$ cat src/rtl/pwm_dac.sv
// pwm_dac: windowed PWM DAC. A free-running window counter compares against a
// duty value that is latched once per window from the upstream sample code.
//
// Optional feature: define PWM_DAC_VOLUME_EN to add the vol_shift input, which
// scales the sample toward mid-scale before it is latched.
//
// Ports:
//   clk         sole clock, rising edge
//   rst         asynchronous active-low reset
//   enable      1 = window advances, 0 = hold all state
//   code        unsigned sample code from upstream
//   vol_shift   (PWM_DAC_VOLUME_EN only) arithmetic attenuation shift
//   next_sample combinational one-cycle strobe requesting the next sample
//   pwm_out     registered PWM bit
//   duty        currently latched duty value (debug)
module pwm_dac #(
  parameter int unsigned CODE_WIDTH        = 10,
  parameter int unsigned CYCLES_PER_WINDOW = 1024
) (
  input  logic                  clk,
  input  logic                  rst,
  input  logic                  enable,
  input  logic [CODE_WIDTH-1:0] code,
`ifdef PWM_DAC_VOLUME_EN
  input  logic [2:0]            vol_shift,
`endif
  output logic                  next_sample,
  output logic                  pwm_out,
  output logic [CODE_WIDTH-1:0] duty
);

  localparam int unsigned CNT_W = (CYCLES_PER_WINDOW > 1) ? $clog2(CYCLES_PER_WINDOW) : 1;
  localparam int unsigned CMP_W = (CNT_W > CODE_WIDTH) ? CNT_W : CODE_WIDTH;
  localparam logic [CNT_W-1:0] CNT_LAST = CNT_W'(CYCLES_PER_WINDOW - 1);

  logic [CNT_W-1:0]      cnt;
  logic                  last_c;
  logic                  wrap_c;
  logic [CODE_WIDTH-1:0] duty_next_c;

  // End-of-window detect; enable gates it so a pause in the last cycle neither strobes nor loads.
  always_comb begin
    last_c      = (cnt == CNT_LAST);
    wrap_c      = enable && last_c;
    next_sample = rst && wrap_c;
  end

`ifdef PWM_DAC_VOLUME_EN
  localparam int unsigned SW = CODE_WIDTH + 1;
  localparam logic signed [SW-1:0] MID = SW'(2 ** (CODE_WIDTH - 1));

  logic signed [SW-1:0] diff_c;
  logic signed [SW-1:0] shifted_c;
  logic signed [SW-1:0] sum_c;

  // Scale the sample's offset from mid-scale; result always lands back in code range.
  always_comb begin
    diff_c      = $signed({1'b0, code}) - MID;
    shifted_c   = diff_c >>> vol_shift;
    sum_c       = shifted_c + MID;
    duty_next_c = sum_c[CODE_WIDTH-1:0];
  end
`else
  // Sample passes straight through to the duty register.
  always_comb begin
    duty_next_c = code;
  end
`endif

  // Window counter, per-window duty latch and registered compare.
  always_ff @(posedge clk or negedge rst) begin
    if (!rst) begin
      cnt     <= '0;
      duty    <= '0;
      pwm_out <= 1'b0;
    end else if (enable) begin
      cnt     <= last_c ? '0 : cnt + CNT_W'(1);
      pwm_out <= (CMP_W'(cnt) < CMP_W'(duty));
      if (last_c) begin
        duty <= duty_next_c;
      end
    end
  end

endmodule

$ cat config.mk
export PLATFORM = sky130hd
export DESIGN_NAME = pwm_dac
export DESIGN_NICKNAME = d
export VERILOG_FILES = /design/src/rtl/pwm_dac.sv
export SDC_FILE = /design/constraint.sdc
export NUM_CORES = 1
export LEC_CHECK = 0
export ABC_AREA = 1
export CORE_MARGIN = 1
export CORE_UTILIZATION = 50
export DETAILED_ROUTE_END_ITERATION = 12
export GPL_TIMING_DRIVEN = 0
export PLACE_DENSITY = 0.87
export SLEW_MARGIN = 40
export SYNTH_ARGS = -nofsm -noshare
export SYNTH_HDL_FRONTEND = slang
export SYNTH_SLANG_ARGS = --single-unit
$ cat constraint.sdc
create_clock -name clk -period 1.4 [get_ports clk]
set_input_delay 0.14 -clock clk [delete_from_list [all_inputs] [get_ports clk]]
set_output_delay 0.14 -clock clk [all_outputs]
set_load 0.01 [all_outputs]
==> metrics.log, run 1 <==
[metrics] Slew Limit Fails: 0
[metrics] Port-buffer cells: 23
[metrics] fraction of layout instances using a drive strength above 1: 22.06%
[metrics] total power: 1701 uW
[metrics] synthesized area per cell: 7.679 sq um
[metrics] share of synthesized cell area in full adder, half adder and majority cells: 10.18%
[metrics] wire length of the first global-routing pass: 4781 um
[metrics] met1 Use GR: 29.57%
[metrics] max_slew headroom: 68.45%
[metrics] setup violation total in the final timing report: 4
[metrics] WP data required: 1.26 ns
[metrics] count of different cell masters after synthesis: 17
[metrics] complex-gate fraction of the synthesized area: 1.629%
[metrics] top library cells by usage in the layout, fill and taps aside: nand2_1 (51), inv_1 (23), dfrtp_1 (18)
[metrics] sum of net half-perimeters after detailed placement: 2036 um
[metrics] largest fanout on the critical path: 4
[metrics] final estimated routing congestion in global placement: 0.8476
[metrics] leading cell type in the layout, fill and taps excluded: nand2_1
[metrics] top-level port count: 25
[metrics] mux contribution to synthesized area: 0%
[metrics] core area: 0.002255 sq mm
[metrics] worst reg2reg endpoint: cnt[3]
[metrics] overflow left after global routing: 0
[metrics] number of clock buffers inserted by TritonCTS: 3
[metrics] clock network latency to the later pin of the worst-skew pair: 0.32 ns
[metrics] violated checks: setup timing
[metrics] category of the worst setup path launch point: register
[metrics] netlist area before placement: 0.001229 sq mm
[metrics] number of H-tree levels: 1
[metrics] measured slew at the worst slew-check pin: 0.4732 ns
[metrics] GRT Max-Usage Layer: met2
[metrics] synthesized instance count: 160
[metrics] unrepaired setup endpoints after global routing: yes
[metrics] drt total wl: 3634 um
[metrics] result of the run: finished, violations left
[metrics] crit end category: output port
[metrics] shortest clock period the worst path allows after layout: 1.597 ns
[metrics] Reg-to-Reg Start: cnt[1]
[metrics] count of synthesis-stage warnings from yosys: 0
[metrics] Die X-Extent: 51.57 um
[metrics] static leakage power: 0.001025 uW
[metrics] Inserted Diodes: 0
[metrics] 1st-iter DRT viols: 40
[metrics] post-route clock skew: 0.007313 ns
[metrics] critical path class: register to output port
[metrics] worst hold-check path type: primary input to register
[metrics] vias in the first global route: 1,117
[metrics] area share of and/or/nand/nor cells after synthesis: 31.36%
[metrics] vias per cell: 5.384
[metrics] Max Cap Violations: 0
[metrics] sequential cell area fraction in the yosys report: 42.77%
[metrics] router iterations before antenna repair: 7
[metrics] global routing met3 resource utilization: 4.094%
[metrics] syn nets: 183
[metrics] post-route worst hold slack: 0.1424 ns
[metrics] Initial Util: 54.49%
[metrics] cell row count: 17
[metrics] dominant combinational cell family by area after synthesis: simple AND/OR/NAND/NOR gates
[metrics] remaining antenna violation count: 0
[metrics] remaining routing DRC violations: 0
[metrics] antenna violations before repair: 0
[metrics] CTS Sinks: 21
[metrics] post-synthesis to final-layout area growth: 41.24%
[metrics] largest net degree at the start of global routing: 22
[metrics] highest attainable clock frequency: 626.3 MHz
[metrics] overall track demand over capacity in global routing: 24.89%
[metrics] met2 demand-to-capacity share in global routing: 45.02%
[metrics] Max VDD drop: 0.7138 mV
[metrics] CTS root buf: clkbuf_4
[metrics] share of the synthesized netlist area taken by xor and xnor gates: 4.277%
[metrics] reg2reg setup slack: -0.05 ns
[metrics] CTS clock-pin slew for the worst setup and hold paths: 0.13 ns
[metrics] Total Neg Setup Slack: -0.3155 ns
[metrics] final-stage net count: 228
[metrics] Worst Hold Depth: 3
[metrics] Worst Path Arrival: 1.46 ns
[metrics] FF+latch count, synth: 21
[metrics] final count of hold timing violations: 0
[metrics] Total Die Area: 0.002659 sq mm
[metrics] final worst path period share: 114.0%
[metrics] clock tree from TritonCTS: built
[metrics] launching element of the worst setup path: cnt[1]
[metrics] via count: 1,249
[metrics] cell count of the worst reg-to-reg path: 7
[metrics] buffer levels on the longest clock path: 2
[metrics] die height: 51.57 um
[metrics] wire per inst: 15.66 um
[metrics] worst path setup slack after routing: -0.1966 ns
[metrics] capture point of the worst path: next_sample
[metrics] Pwr Density: 980.3 mW/mm^2
kinds of logic after synthesis:
family,after synthesis
XOR/XNOR,6
flip-flops,21
buffers and inverters,29
AND/OR/NAND/NOR,90
adder cells (fa/ha/maj),10
AO/OA/AOI/OAI,4
where the power goes:
| group | switching [uW] | total (uW) | internal (uW) |
|---|---|---|---|
| clock | 209 | 316 | 107 |
| combinational | 329 | 615 | 287 |
| sequential | 88.7 | 770 | 681 |
per-stage QoR:
| step | cells | setup WS [ns] | util, % | area [sq um] |
|---|---|---|---|---|
| finish | 232 | -0.1966 | 76.97 | 1735 |
| detailed placement | 211 | -0.5340 | 66.04 | 1489 |
| CTS | 224 | -0.2583 | 70.87 | 1598 |
| global route | 232 | -0.2531 | 76.97 | 1735 |
| floorplan | 160 | 0.1338 | - | 1229 |
| global placement | 211 | -0.7993 | 66.26 | 1494 |
Yosys cell counts:
| cell | count | area (sq um) |
|---|---|---|
| nor2_4 | 1 | 11.26 |
| nand3_1 | 19 | 95.09 |
| ha_1 | 10 | 125.1 |
| nand3_2 | 1 | 10.01 |
| inv_1 | 25 | 93.84 |
| buf_2 | 3 | 15.01 |
| nor2_2 | 2 | 12.51 |
| dfrtp_1 | 21 | 525.5 |
| xor2_1 | 3 | 26.28 |
| a21oi_1 | 2 | 10.01 |
| nand2_1 | 53 | 198.9 |
| buf_6 | 1 | 11.26 |
| nor2_1 | 12 | 45.04 |
| nand2_2 | 1 | 6.260 |
| nand4_1 | 1 | 6.260 |
| o21ai_0 | 2 | 10.01 |
| xnor2_1 | 3 | 26.28 |
worst max-delay path, cell delays in order, from the launching register on:
cell,delay (ns)
dfrtp_1,0.38
ha_2,0.18
nand2_1,0.05
nor2_1,0.12
nand3_2,0.15
nor2_1,0.11
buf_2,0.13
state kept, by name, summed over array words and instances, names as in the netlist:
| signal | flops |
|---|---|
| cnt | 10 |
| duty | 10 |
| pwm_out | 1 |
layer usage:
layer	vias up	part of all wire, %
met1	569	36
met3	22	7.8
met2	80	50
met5	-	0
li1	578	-
met4	0	5.7
area by class of cell:
cell class	instances	area, sq um
multi-input combinational	110	653.1
sequential	21	529.3
fill	154	519.2
timing repair buffer	41	375.4
inverter	25	93.84
tap	28	35.03
clock buffer	3	22.52
buffer	3	21.27
clock inverter	1	5.005
how the worst min path moves through the flow:
stage | slack [ns] | endpoint | from
after global placement | 0.47 | cnt[1] | enable
after floorplan | -0.16 | cnt[0] | rst
after global routing | 0.16 | cnt[0] | enable
final | 0.14 | cnt[0] | enable
after CTS | 0.14 | cnt[0] | enable
after detailed placement | 0.13 | cnt[4] | rst
timing repair:
item,4_1_cts,5_1_grt
buffers inserted,8,8
pin swaps,1,3
cloned,0,0
resized for setup,15,19
hold buffers,1,1
endpoints found under the hold margin,21,21
setup endpoints to repair,15,23
Note: power is estimated with default switching activity, not from simulation.
==> run 2: changes to the inputs <==
ABC_AREA = not set   (was 1)
CORE_UTILIZATION = 49   (was 50)
PLACE_DENSITY = 0.86   (was 0.87)
==> run 2 against run 1 <==
Net effect: the flow still finishes with violations (setup timing); sequential power is 1% lower; clock power barely moved; count of clock-buffer cells in the layout did not move; critical path depth did not move; global-route usage is 1.9 points lower; worst hold slack improved by 0.28 ns; non-clock buffer count grew 2; synthesized cell count down 36%; wire length fell by 14%; sequential share of layout area up 0.33 points; combinational power up 28%; largest cell class unchanged.
==> metrics.log, run 2 <==
[metrics] top library cells by usage in the layout, fill and taps aside: dfrtp_1 (19), buf_4 (17), clkdlybuf4s50_1 (12)
[metrics] crit end category: output port
[metrics] sequential cell area fraction in the yosys report: 44.73%
[metrics] share of the synthesized netlist area taken by xor and xnor gates: 5.218%
[metrics] final-stage net count: 175
[metrics] dominant combinational cell family by area after synthesis: simple AND/OR/NAND/NOR gates
[metrics] Max Cap Violations: 0
[metrics] max_slew headroom: 67.88%
[metrics] final estimated routing congestion in global placement: 0.7460
[metrics] die height: 50.97 um
[metrics] most frequent cell after synthesis: dfrtp_1
[metrics] Port-buffer cells: 24
[metrics] most frequent cell on the critical path: and3_4
[metrics] fraction of synthesis flops using an asynchronous set or reset pin: 100.0%
[metrics] remaining routing DRC violations: 0
[metrics] commonest cells in the synthesized netlist: dfrtp_1 (21), inv_1 (11), ha_1 (10)
[metrics] complex-gate fraction of the synthesized area: 6.709%
[metrics] area share of and/or/nand/nor cells after synthesis: 15.02%
[metrics] worst setup slack before clock tree synthesis: -0.9519 ns
[metrics] violated checks: setup timing
[metrics] post-route clock skew: 0.01555 ns
[metrics] category of the worst setup path launch point: register
[metrics] count of synthesis-stage warnings from yosys: 0
[metrics] most frequently used flop master after synthesis: dfrtp_1
[metrics] CTS root buf: clkbuf_4
[metrics] Inserted Diodes: 0
[metrics] Area contributors post-synth: dfrtp_1 (45%), ha_1 (11%), mux2_4 (7.7%)
[metrics] vias in the first global route: 878
[metrics] CTS clock-pin slew for the worst setup and hold paths: 0.14 ns
[metrics] final count of hold timing violations: 0
[metrics] Slew Limit Fails: 0
[metrics] wire per inst: 17.48 um
[metrics] mux contribution to synthesized area: 11.50%
[metrics] measured slew at the worst slew-check pin: 0.4817 ns
[metrics] antenna violations before repair: 0
[metrics] count of buffer and inverter cells on the critical path: 2
[metrics] top-level port count: 25
[metrics] cell class contributing the biggest share of worst-path delay: simple AND/OR/NAND/NOR gates
[metrics] fraction of layout instances using a drive strength above 1: 33.11%
[metrics] cell row count: 17
[metrics] synthesized instance count: 103
[metrics] cell type of the slowest stage on the worst timing path: dfrtp_1
[metrics] FF+latch count, synth: 21
[metrics] number of clock buffers inserted by TritonCTS: 3
[metrics] synthesized area per cell: 11.41 sq um
[metrics] vias per cell: 5.704
[metrics] worst path setup slack after routing: -0.4193 ns
[metrics] Pwr Density: 1087 mW/mm^2
[metrics] number of flops mapped to enable cells by yosys: 0
[metrics] buffer levels on the longest clock path: 2
[metrics] Max VDD drop: 0.9982 mV
[metrics] final worst path period share: 130.0%
[metrics] CP cell instances: and4_1 -> and3_4 -> and3_4 -> buf_12 -> and2_4 -> buf_6
[metrics] post-synthesis cell type with the largest combined area: dfrtp_1
[metrics] Total Neg Setup Slack: -4.191 ns
[metrics] leading registers by flop count: cnt (10), duty (10), pwm_out (1)
[metrics] remaining antenna violation count: 0
[metrics] static leakage power: 0.0009388 uW
[metrics] shortest clock period the worst path allows after layout: 1.819 ns
[metrics] router iterations before antenna repair: 6
[metrics] largest fanout on the critical path: 2
[metrics] worst hold-check path type: primary input to asynchronous set/reset pin
[metrics] share of synthesized cell area in full adder, half adder and majority cells: 10.65%
[metrics] wire length of the first global-routing pass: 4250 um
[metrics] Total Die Area: 0.002597 sq mm
[metrics] Worst Path Arrival: 1.68 ns
[metrics] overall track demand over capacity in global routing: 23.04%
[metrics] Crit path depth: 6
[metrics] overflow left after global routing: 0
[metrics] CTS Sinks: 21
[metrics] highest attainable clock frequency: 549.7 MHz
[metrics] largest net degree at the start of global routing: 22
[metrics] clock network latency to the later pin of the worst-skew pair: 0.32 ns
[metrics] setup violation total in the final timing report: 16
[metrics] unrepaired setup endpoints after global routing: yes
[metrics] 1st-iter DRT viols: 38
[metrics] area fraction of the dominant cell type after synthesis: 44.73%
[metrics] post-synthesis to final-layout area growth: 45.79%
[metrics] critical path class: register to output port
[metrics] Die X-Extent: 50.97 um
[metrics] netlist area before placement: 0.001175 sq mm
[metrics] drt total wl: 3129 um
[metrics] number of H-tree levels: 1
[metrics] cell count of the worst reg-to-reg path: 6
[metrics] count of different cell masters after synthesis: 28
[metrics] via count: 1,021
[metrics] filler cell count: 135
[metrics] result of the run: finished, violations left
[metrics] core area: 0.002233 sq mm
[metrics] crit-path max cell delay: 0.43 ns
[metrics] WP data required: 1.26 ns
[metrics] sum of net half-perimeters after detailed placement: 1649 um
[metrics] Initial Util: 52.61%
[metrics] clock tree from TritonCTS: built
[metrics] leading cell type in the layout, fill and taps excluded: dfrtp_1
[metrics] syn nets: 126
-- run 2: metrics by stage --
stage	utilization (%)	area, sq um	cells	hold WS [ns]	total power, uW
3_3_place_gp	64.93	1450	155	0.4975	1202
2_1_floorplan	-	1175	103	-0.1556	1077
3_5_place_dp	64.71	1445	155	0.1293	1251
6_report	76.69	1713	179	0.4218	1862
4_1_cts	71.15	1589	171	0.4285	1696
5_1_grt	76.69	1713	179	0.4214	1941
-- run 2: cells by family (layout without fill, tap and decap cells) --
logic type                 after synthesis  count (layout)
and+or+nand+nor                         30              30
xor gates and xnor gates                 7               7
buffers and inverters                   13              61
AOI/OAI and AO/OA                       12              12
DFF                                     21              21
muxes                                   10              10
adders and majority gates               10              10
-- run 2: per-layer routing --
metal / routed length [um] / global-route usage, %
met1: 1224 / 29.01
met2: 1639 / 37.06
met3: 129 / 3.274
met4: 136 / 14.35
met5: 0 / 0
-- run 2: path summary, 6_finish.rpt --
path / endpoint / startpoint / slack (ns)
worst max-delay path: next_sample / cnt[6] / -0.42
worst min-delay path: duty[9] / rst / 0.42
worst max register to register: duty[4] / cnt[6] / -0.38
worst min register to register: duty[0] / duty[0] / 0.55
max in group asynchronous: cnt[4] / rst / 0.60
min in group clk: duty[0] / code[0] / 0.42
-- run 2: final cells by class --
cell class | instances | area, sq um | share of cell area, %
Inverter | 11 | 41.29 | 2.411
Timing Repair Buffer | 45 | 422.9 | 24.69
Clock buffer | 3 | 22.52 | 1.315
Buffer | 1 | 20.02 | 1.169
Sequential cell | 21 | 528.0 | 30.83
Clock inverter | 1 | 5.005 | 0.2922
Tap cell | 28 | 35.03 | 2.045
Multi-Input combinational cell | 69 | 638.1 | 37.25
-- run 2: timing repair --
item | CTS | global route
hold endpoints to repair | 21 | 21
hold buffers | 1 | 1
pin swaps | 3 | 10
gates resized for setup | 15 | 18
endpoints found under the setup margin | 17 | 27
buffers inserted | 12 | 9
-- run 2: worst reg2reg max path: stages (launching register included) --
cell and delay (ns):
dfrtp_1 0.40, and4_1 0.24, and3_4 0.20, and3_4 0.20, buf_12 0.10, buf_4 0.20
mux2_4 0.32
-- run 2: power breakdown --
part / switching, uW / internal [uW]
clock network: 207 / 107
logic: 353 / 435
registers: 63.0 / 697
total: 623 / 1240
